**config.mk**
```make
export PLATFORM = sky130hd
export DESIGN_NAME = cmac_pe_param
export DESIGN_NICKNAME = d
export VERILOG_FILES = /design/src/rtl/cmac_pe_param.sv
export SDC_FILE = /design/constraint.sdc
export NUM_CORES = 1
export LEC_CHECK = 0
export CAP_MARGIN = 20
export CORE_MARGIN = 5
export CORE_UTILIZATION = 50
export CTS_CLUSTER_SIZE = 24
export DETAILED_ROUTE_END_ITERATION = 10
export GPL_TIMING_DRIVEN = 0
export PLACE_DENSITY = 0.75
export SETUP_SLACK_MARGIN = 0.3
export SYNTH_ARGS = -nofsm -noshare
export SYNTH_HDL_FRONTEND = slang
export SYNTH_SLANG_ARGS = --single-unit
export TNS_END_PERCENT = 20
```
**constraint.sdc**
```tcl
create_clock -name clk -period 14 [get_ports clk]
set_input_delay 1.4 -clock clk [delete_from_list [all_inputs] [get_ports clk]]
set_output_delay 1.4 -clock clk [all_outputs]
set_load 0.05 [all_outputs]
```
**src/rtl/cmac_pe_param.sv**
```systemverilog
// Weight-stationary MAC processing element with shadow-sample error detection.
// A detected psum error forwards this PE's product downstream; a windowed error rate drives err_alarm.
module cmac_pe_param #(
   parameter int W_WIDTH       = 8,
   parameter int A_WIDTH       = 8,
   parameter int PSUM_WIDTH    = 24,
   parameter int ERR_CNT_WIDTH = 16,
   parameter int WINDOW        = 256,
   parameter int ERR_THRESH    = 4
) (
   input  logic                         clk,
   input  logic                         rst,
   input  logic [W_WIDTH-1:0]           weight_in,
   input  logic                         weight_load,
   input  logic [A_WIDTH-1:0]           act_in,
   input  logic                         act_valid_in,
   input  logic [PSUM_WIDTH-1:0]        psum_in,
   input  logic [PSUM_WIDTH-1:0]        psum_shadow_in,
   input  logic [W_WIDTH+A_WIDTH-1:0]   err_prod_in,
   input  logic                         comp_en,
   input  logic                         err_count_clr,
   output logic [A_WIDTH-1:0]           act_out,
   output logic                         act_valid_out,
   output logic [PSUM_WIDTH-1:0]        psum_out,
   output logic                         psum_valid_out,
   output logic [W_WIDTH+A_WIDTH-1:0]   err_prod_out,
   output logic                         error_out,
   output logic [ERR_CNT_WIDTH-1:0]     err_count,
   output logic                         err_alarm
);

   localparam int M             = W_WIDTH + A_WIDTH;
   localparam int WIN_CNT_WIDTH = $clog2(WINDOW);
   localparam int WIN_ERR_WIDTH = $clog2(WINDOW + 1);

   logic [W_WIDTH-1:0]        weight_reg;
   logic [A_WIDTH-1:0]        act_s1_reg;
   logic                      valid_s1_reg;
   logic [PSUM_WIDTH-1:0]     psum_s1_reg;
   logic [PSUM_WIDTH-1:0]     shadow_s1_reg;
   logic [M-1:0]              err_prod_s1_reg;

   logic [PSUM_WIDTH-1:0]     psum_out_reg;
   logic [M-1:0]              err_prod_out_reg;
   logic                      psum_valid_reg;
   logic                      error_reg;
   logic [ERR_CNT_WIDTH-1:0]  err_count_reg;
   logic [WIN_CNT_WIDTH-1:0]  win_cnt_reg;
   logic [WIN_ERR_WIDTH-1:0]  win_errs_reg;
   logic                      err_alarm_reg;

   logic [M-1:0]              product;
   logic [PSUM_WIDTH-1:0]     product_ext;
   logic [PSUM_WIDTH-1:0]     err_prod_ext;
   logic                      err_s1;
   logic [PSUM_WIDTH-1:0]     psum_ok_next;
   logic [PSUM_WIDTH-1:0]     psum_err_next;
   logic                      win_last;
   logic [WIN_ERR_WIDTH-1:0]  win_errs_inc;
   logic                      alarm_hit;

   assign product       = M'(weight_reg) * M'(act_s1_reg);
   assign product_ext   = PSUM_WIDTH'(product);
   assign err_prod_ext  = PSUM_WIDTH'(err_prod_s1_reg);

   // The shadow copy is only trusted while compensation is enabled.
   assign err_s1        = valid_s1_reg & comp_en & (psum_s1_reg != shadow_s1_reg);

   assign psum_ok_next  = psum_s1_reg + err_prod_ext + product_ext;
   assign psum_err_next = shadow_s1_reg + err_prod_ext;

   assign win_last      = valid_s1_reg && (win_cnt_reg == WIN_CNT_WIDTH'(WINDOW - 1));
   assign win_errs_inc  = win_errs_reg + WIN_ERR_WIDTH'(err_s1);
   assign alarm_hit     = (int'(win_errs_inc) >= ERR_THRESH);

   // Stage 1: weight and input capture
   always_ff @(posedge clk) begin
      if (rst) begin
         weight_reg      <= '0;
         act_s1_reg      <= '0;
         valid_s1_reg    <= 1'b0;
         psum_s1_reg     <= '0;
         shadow_s1_reg   <= '0;
         err_prod_s1_reg <= '0;
      end else begin
         if (weight_load) begin
            weight_reg <= weight_in;
         end
         act_s1_reg      <= act_in;
         valid_s1_reg    <= act_valid_in;
         psum_s1_reg     <= psum_in;
         shadow_s1_reg   <= psum_shadow_in;
         err_prod_s1_reg <= err_prod_in;
      end
   end

   // Stage 2: accumulate, or on error pass the shadow and hand our product downstream
   always_ff @(posedge clk) begin
      if (rst) begin
         psum_out_reg     <= '0;
         err_prod_out_reg <= '0;
         psum_valid_reg   <= 1'b0;
         error_reg        <= 1'b0;
      end else begin
         psum_valid_reg <= valid_s1_reg;
         error_reg      <= err_s1;
         if (valid_s1_reg) begin
            if (err_s1) begin
               psum_out_reg     <= psum_err_next;
               err_prod_out_reg <= product;
            end else begin
               psum_out_reg     <= psum_ok_next;
               err_prod_out_reg <= '0;
            end
         end
      end
   end

   always_ff @(posedge clk) begin
      if (rst) begin
         err_count_reg <= '0;
      end else if (err_count_clr) begin
         err_count_reg <= '0;
      end else if (err_s1 && (err_count_reg != {ERR_CNT_WIDTH{1'b1}})) begin
         err_count_reg <= err_count_reg + 1'b1;
      end
   end

   // Error-rate window; the lifetime clear deliberately leaves it alone
   always_ff @(posedge clk) begin
      if (rst) begin
         win_cnt_reg   <= '0;
         win_errs_reg  <= '0;
         err_alarm_reg <= 1'b0;
      end else if (win_last) begin
         win_cnt_reg   <= '0;
         win_errs_reg  <= '0;
         err_alarm_reg <= alarm_hit;
      end else if (valid_s1_reg) begin
         win_cnt_reg  <= win_cnt_reg + 1'b1;
         win_errs_reg <= win_errs_inc;
      end
   end

   assign act_out        = act_s1_reg;
   assign act_valid_out  = valid_s1_reg;
   assign psum_out       = psum_out_reg;
   assign psum_valid_out = psum_valid_reg;
   assign err_prod_out   = err_prod_out_reg;
   assign error_out      = error_reg;
   assign err_count      = err_count_reg;
   assign err_alarm      = err_alarm_reg;

endmodule
```
==> results.md, run 1 <==
* Max Slew Vio Count at 0
* Fillers at 1784
* Hold worst-path end: err_prod_out[2]
* Worst Tran Pin Value at 0.966 ns
* Hold_buf cts at 0
* Cell Rows at 52
* Final Net Count at 1490
* Final period util at 0.510
* Yosys Warn Count at 0
* Clock buffer depth at 2
* Grt met2 use at 0.388
* Tot GR Track Use at 0.242
* DP Wirelength at between 20000 and 25000 µm
* Num Clock Sinks at approximately 160
* Number of H-tree levels at 4
* Initial drt markers at 660
* Final Hold Vio Count at 0
* WS Path Type: reg2reg
* Min Tclk post-route at a little over 7 ns
* Routed wire per std cell at between 15 and 20 µm
* Relative slew slack at 0.356
* F_max at ~0.14 GHz
* Met3 usage at 0.0398
* Power Dens Cells at 99.0 nW/µm²
* Worst r2r path cells at 22
* Dpl ws at 7.05 ns
* Ys flop type: dfxtp_1
* Cell variety after synth at 71
* Net Count, Synth at 1319
* Leakage at 5.36 nW
* TritonCTS clock tree: built
* Vias in the first global route at 8316
* Die width at ~150 µm
* Post-Syn Instances at 1107
* Number of setup buffers added after CTS at 0
* Largest net degree at the start of global routing at 17
* Area Growth Syn to Fin at 23.9%
* Hold path cells at 2
* Commonest cells after routing, fill and taps aside: dfxtp_1, clkdlybuf4s50_1, inv_1, nor2_1, nor2b_1
* I/O Buffers at 152
* Final setup vio count at 0
* Detail Route Antenna Nets at 0
* DRC viols at 0
* Worst r2r dst: psum_out[17]
* Cell Area, Synth at 10100 µm²
* Clock transition at path regs at 0.07 ns
* Vias per cell at between 5 and 6
* Post-CTS Resized at 0
* Antenna violations before repair at 0
* Global-route wire length before repair at about 45000 µm
* Number of synthesized flops with an enable pin at 0
* Hold Path Origin: err_prod_out[2]
* Clk_lat worst skew at between 0.4 and 0.5 ns
* Worst r2r src: weight_reg[0]
* Worst VDD drop at 0.0774 mV
* Max cap viols at 0
* Setup Skew at 0.00951 ns
* Sequential area share after synthesis at 0.312
* Die area at 23100 µm²
* RSZ-0062 raised after global routing: false
* Post-synth ARST share at 0
* N_diodes at 0
* Die Y at 152 µm
* Initial DRT Pass Iterations at 5
* Mapped Avg Cell Area at 9.10 µm²
* CP max FO at 9
* Element type at the critical path start: flip-flop
* Via count at 8439
* Top Ports at 154
* Layout cells sized above 1 at 0.0550
* CP Data Required Time at 14.33 ns
* Setup_tns at 0 ns
* Reg-to-reg slack, setup at slightly below 7 ns
* Drt total wl at approximately 28000 µm
* HP Class: reg2reg
* Core area at 20000 µm²
* Most common cell after layout, fill and taps aside: dfxtp_1
* Crit path DAT at 7.47 ns
* CP endpoint kind: flip-flop
* Outcome: completed
* Overflow after GRT at 0
* Initial Util at 0.503
* GRT Max-Usage Layer: met2
* Final WS setup at 6.86 ns
* CTS Buf Count at 17
* Met1 GRT Util at 0.336
* Routability cong. at approximately 0.91
* #FFs+latches synth at about 160
* CTS Root Cell: clkbuf_16
==> worst max-delay path, cell delays in order, from the launching register on <==
cell      delay [ns]
dfxtp_1         0.52
nand2_1         0.13
fa_1            0.53
fa_1            0.54
inv_1           0.06
fa_1            0.54
inv_1           0.06
fa_1            0.54
inv_1           0.05
ha_1            0.26
o41ai_1         0.62
o21ai_0         0.31
o41a_1          0.39
xor2_1          0.29
fa_1            0.48
ha_1            0.32
buf_6           0.14
o21ai_0         0.17
o22ai_1         0.10
a21oi_1         0.36
a21boi_0        0.19
xor2_1          0.19
o221a_2         0.24
==> final cells by class <==
type                            count  area (µm²)  area share
Clock buffer                       22         474      0.0380
Tap cell                          270         338      0.0271
Clock inverter                     10        78.8     0.00631
Timing Repair Buffer              152        1520       0.122
Buffer                             35         186      0.0149
Sequential cell                   157        3140       0.252
Inverter                           90         338      0.0271
Multi-Input combinational cell    825        6410       0.513
==> Yosys cell counts (5+ instances only) <==
| cell type | number | area, µm² |
|---|---|---|
| nor2_1 | 89 | 334 |
| a21o_1 | 11 | 82.6 |
| o21a_1 | 7 | 52.6 |
| nand2b_1 | 10 | 62.6 |
| or2_2 | 7 | 43.8 |
| o211ai_1 | 7 | 52.6 |
| clkbuf_1 | 20 | 75.1 |
| nor3_1 | 13 | 65.1 |
| a211oi_1 | 20 | 150 |
| fa_1 | 54 | 1080 |
| nand2_1 | 51 | 191 |
| nand3_1 | 25 | 125 |
| nor2b_1 | 77 | 482 |
| dfxtp_1 | 157 | 3140 |
| ha_1 | 72 | 901 |
| mux2i_1 | 16 | 160 |
| xnor2_1 | 40 | 350 |
| buf_2 | 5 | 25.0 |
| nor4_1 | 6 | 37.5 |
| a22o_1 | 14 | 123 |
| and3_1 | 15 | 93.8 |
| and2_1 | 63 | 394 |
| a21oi_1 | 39 | 195 |
| xor2_1 | 45 | 394 |
| or3_1 | 8 | 50.1 |
| a31oi_1 | 11 | 68.8 |
| o21ai_0 | 34 | 170 |
| inv_1 | 90 | 338 |
| nand4_1 | 25 | 156 |
==> per-stage QoR <==
stage               cells  utilization  instance area (µm²)  hold WS (ns)  power (mW)
floorplan            1107            -                10100         0.467       0.697
global placement     1529        0.595                11900         0.434       0.794
detailed placement   1529        0.595                11900         0.442       0.797
finish               1561        0.623                12500         0.457        1.24
CTS                  1561        0.623                12500         0.457        1.24
global route         1561        0.623                12500         0.486        1.29
==> kinds of logic (layout without fill, tap and decap cells) <==
group	Yosys count	in the layout	synth area share
and+or+nand+nor	406	406	0.216
muxes	16	16	0.0159
AOI/OAI and AO/OA	192	192	0.134
DFF	157	157	0.312
buffers and inverters	125	309	0.0520
xor gates and xnor gates	85	85	0.0739
adders and majority gates	126	126	0.197
==> worst max path at each step <==
| stage | start | cells past startpoint | slack, ns | end |
|---|---|---|---|---|
| floorplan | act_out[7] | 24 | 7.53 | psum_out[20] |
| global placement | weight_reg[0] | 22 | 7.14 | psum_out[17] |
| detailed placement | weight_reg[0] | 22 | 7.05 | psum_out[17] |
| CTS | weight_reg[0] | 22 | 6.97 | psum_out[17] |
| global route | weight_reg[0] | 22 | 6.48 | psum_out[17] |
| finish | weight_reg[0] | 22 | 6.86 | psum_out[17] |
==> metal layers <==
| metal | share of wire | up-vias |
|---|---|---|
| li1 | - | 4124 |
| met1 | 0.46 | 4026 |
| met2 | 0.46 | 249 |
| met3 | 0.052 | 40 |
| met4 | 0.022 | 0 |
| met5 | 0 | - |
==> where the power goes <==
group	leakage [nW]	internal (mW)	switching (mW)	total, mW
registers	1.29	0.466	0.0219	0.488
clock network	0.272	0.244	0.201	0.444
logic	3.79	0.129	0.175	0.304
(Power assumes the default switching activity.)
==> run 2, diff against run 1 <==
==> constraint.sdc (replaced) <==
create_clock -name clk -period 7.2 [get_ports clk]
set_input_delay 0.72 -clock clk [delete_from_list [all_inputs] [get_ports clk]]
set_output_delay 0.72 -clock clk [all_outputs]
set_load 0.05 [all_outputs]
==> run 2 against run 1 <==
  * Die area stayed put
  * Wire length is 0.71% higher
  * Non-clock buffer count stayed put
  * Setup slack worse by 6.3 ns
  * Largest power group unchanged
  * Power is 95% higher
  * Sequential share of layout area hardly changed
  * Fmax is 7.3% higher
  * Highest routed layer unchanged
  * Cell count stayed put
  * Critical path depth stayed put
==> results.md, run 2 (synthesized netlist as in run 1, its figures left out) <==
* Outcome: completed (unchanged)
* I/O Buffers at 152 (unchanged)
* Leakage at 5.40 nW (was 5.36 nW)
* Detail Route Antenna Nets at 0 (unchanged)
* Initial drt markers at 631 (was 660)
* Vias per cell at 5.40 (was 5.41)
* Setup_tns at 0 ns (unchanged)
* Element type at the critical path start: flip-flop (unchanged)
* Via count at 8422 (was 8439)
* Power Dens Cells at 192 nW/µm² (was 99.0 nW/µm²)
* Final Hold Vio Count at 0 (unchanged)
* Die width at 152 µm (unchanged)
* Worst VDD drop at 0.158 mV (was 0.0774 mV)
* Number of H-tree levels at 4 (unchanged)
* Logic pwr share at 0.248 (was 0.246)
* Die area at 23100 µm² (unchanged)
* CP endpoint kind: flip-flop (unchanged)
* CTS Root Cell: clkbuf_16 (unchanged)
* Final period util at 0.923 (was 0.510)
* Crit path DAT at 6.98 ns (was 7.47 ns)
* Hold_buf cts at 0 (unchanged)
* Seq. cell area at 3170 µm² (was 3140 µm²)
* Routed wire per std cell at 18.0 µm (was 17.9 µm)
* Drt total wl at 28100 µm (was 27900 µm)
* Area Growth Syn to Fin at 24.9% (was 23.9%)
* Switching power at 0.777 mW (was 0.398 mW)
* Initial DRT Pass Iterations at 5 (unchanged)
* Cell Rows at 52 (unchanged)
* Most common cell after layout, fill and taps aside: clkdlybuf4s50_1 (was dfxtp_1)
* Clk_lat worst skew at 0.44 ns (about the same)
* Number of setup buffers added after CTS at 0 (unchanged)
* RSZ-0062 raised after global routing: false (unchanged)
* Worst r2r src: weight_reg[7] (was weight_reg[0])
* Global-route wire length before repair at 45100 µm (was 45000 µm)
* Final Net Count at 1490 (unchanged)
* DRC viols at 0 (unchanged)
* Largest net degree at the start of global routing at 17 (unchanged)
* HP Class: reg2reg (unchanged)
* Sequential Power Share at 0.394 (was 0.395)
* WS Path Type: reg2reg (unchanged)
* CP max FO at 9 (unchanged)
* Num Clock Sinks at 157 (unchanged)
* Fillers at 1771 (was 1784)
* Final setup vio count at 0 (unchanged)
* Multi-input gate area at 6470 µm² (was 6410 µm²)
* Max cap viols at 0 (unchanged)
* Top Ports at 154 (unchanged)
* Power Internal at 1.63 mW (was 0.839 mW)
* Vias in the first global route at 8327 (was 8316)
* Hold Path Origin: err_prod_out[2] (unchanged)
* Min Tclk post-route at 6.65 ns (was 7.14 ns)
* N_diodes at 0 (unchanged)
* CP Data Required Time at 7.53 ns (was 14.33 ns)
* Relative slew slack at 0.376 (was 0.356)
* Beginning of the critical path: weight_reg[7] (was weight_reg[0])
* Core area at 20000 µm² (unchanged)
* Clock Power Share at 0.358 (was 0.359)
* Clock transition at path regs at 0.07 ns (about the same)
* Layout cells sized above 1 at 0.0736 (was 0.0550)
* Setup Skew at 0.00938 ns (was 0.00951 ns)
* Worst Tran Pin Value at 0.935 ns (was 0.966 ns)
* Routability cong. at 0.912 (unchanged)
* Commonest cells after routing, fill and taps aside: clkdlybuf4s50_1, dfxtp_1, inv_1, nor2_1, nor2b_1 (was dfxtp_1, clkdlybuf4s50_1, inv_1, nor2_1, nor2b_1)
* Tot Pwr at 2.41 mW (was 1.24 mW)
* TritonCTS clock tree: built (unchanged)
* Tot GR Track Use at 0.242 (about the same)
* Antenna violations before repair at 0 (unchanged)
* Initial Util at 0.503 (unchanged)
* Switching share of power at 0.322 (about the same)
* Clock buffer depth at 2 (unchanged)
* Max Slew Vio Count at 0 (unchanged)
* F_max at 0.150 GHz (was 0.140 GHz)
* CTS Buf Count at 17 (unchanged)
* Overflow after GRT at 0 (unchanged)
* Die Y at 152 µm (unchanged)
* DP Wirelength at 21800 µm (unchanged)
==> run 2: cell types whose count changed in the layout (fill, tap and decap cells not counted), moves of 2 or more <==
cell / before / now
xnor2_2: 0 / 3
a21oi_1: 39 / 37
dfxtp_1: 157 / 144
ha_2: 0 / 2
dfxtp_2: 0 / 9
xnor2_1: 40 / 37
a21oi_2: 0 / 2
ha_1: 72 / 70
dfxtp_4: 0 / 4
==> run 2: worst max-delay path, stage by stage (launching register included) <==
cell and delay, ns:
dfxtp_1 0.51, and2_1 0.20, fa_1 0.43, fa_1 0.48, fa_1 0.55, inv_1 0.06, fa_1 0.53, inv_1 0.04
ha_1 0.28, or3_1 0.42, o21ai_0 0.17, nor2_1 0.11, a21oi_2 0.19, xnor2_2 0.15, fa_1 0.47, ha_2 0.39
and3_4 0.20, and3_1 0.19, o31ai_1 0.10, or3_1 0.41, a31oi_2 0.21, xnor2_1 0.12, a2111oi_2 0.34
==> run 2: cell type report <==
type,instances,area share
tap,270,0.0269
timing repair buffer,152,0.121
multi-input combinational,825,0.515
clock inverter,10,0.00627
inverter,90,0.0269
sequential,157,0.252
clock buffer,22,0.0377
buffer,35,0.0148
==> run 2: metrics by stage <==
step	worst slack, ns	util	std cells	cell area (µm²)	hold WS (ns)
6_report	0.552	0.628	1561	12600	0.457
3_5_place_dp	0.249	0.595	1529	11900	0.442
2_1_floorplan	0.735	-	1107	10100	0.467
4_1_cts	0.229	0.623	1561	12500	0.457
5_1_grt	0.267	0.628	1561	12600	0.486
3_3_place_gp	0.341	0.595	1529	11900	0.434
==> run 2: worst paths after layout <==
path	to	slack, ns	cells past startpoint
worst max-delay path	psum_out[20]	0.55	22
worst min-delay path	err_prod_out[2]	0.46	2
worst max register to register	psum_out[20]	0.55	22
worst min register to register	err_prod_out[2]	0.46	2
==> run 2: power by group through the flow <==
| stage | clock network [mW] | logic (mW) | registers, mW |
|---|---|---|---|
| finish | 0.864 | 0.598 | 0.950 |
| CTS | 0.872 | 0.588 | 0.948 |
| detailed placement | 0 | 0.582 | 0.967 |
| global route | 0.911 | 0.657 | 0.954 |
| global placement | 0 | 0.576 | 0.967 |
| floorplan | 0 | 0.351 | 1.00 |
==> run 2: per-layer routing <==
metal	track usage	part of all wire	up-vias	routed length, µm
li1	-	-	4124	-
met1	0.336	0.46	3990	12900
met2	0.389	0.46	262	13000
met3	0.0398	0.054	46	1530
met4	0.0762	0.023	0	659
met5	0	0	-	0
==> run 2: repair_timing <==
item                       4_1_cts  5_1_grt
pin swaps                        0        1
gates resized for setup          1       30
setup endpoints to repair        3       12
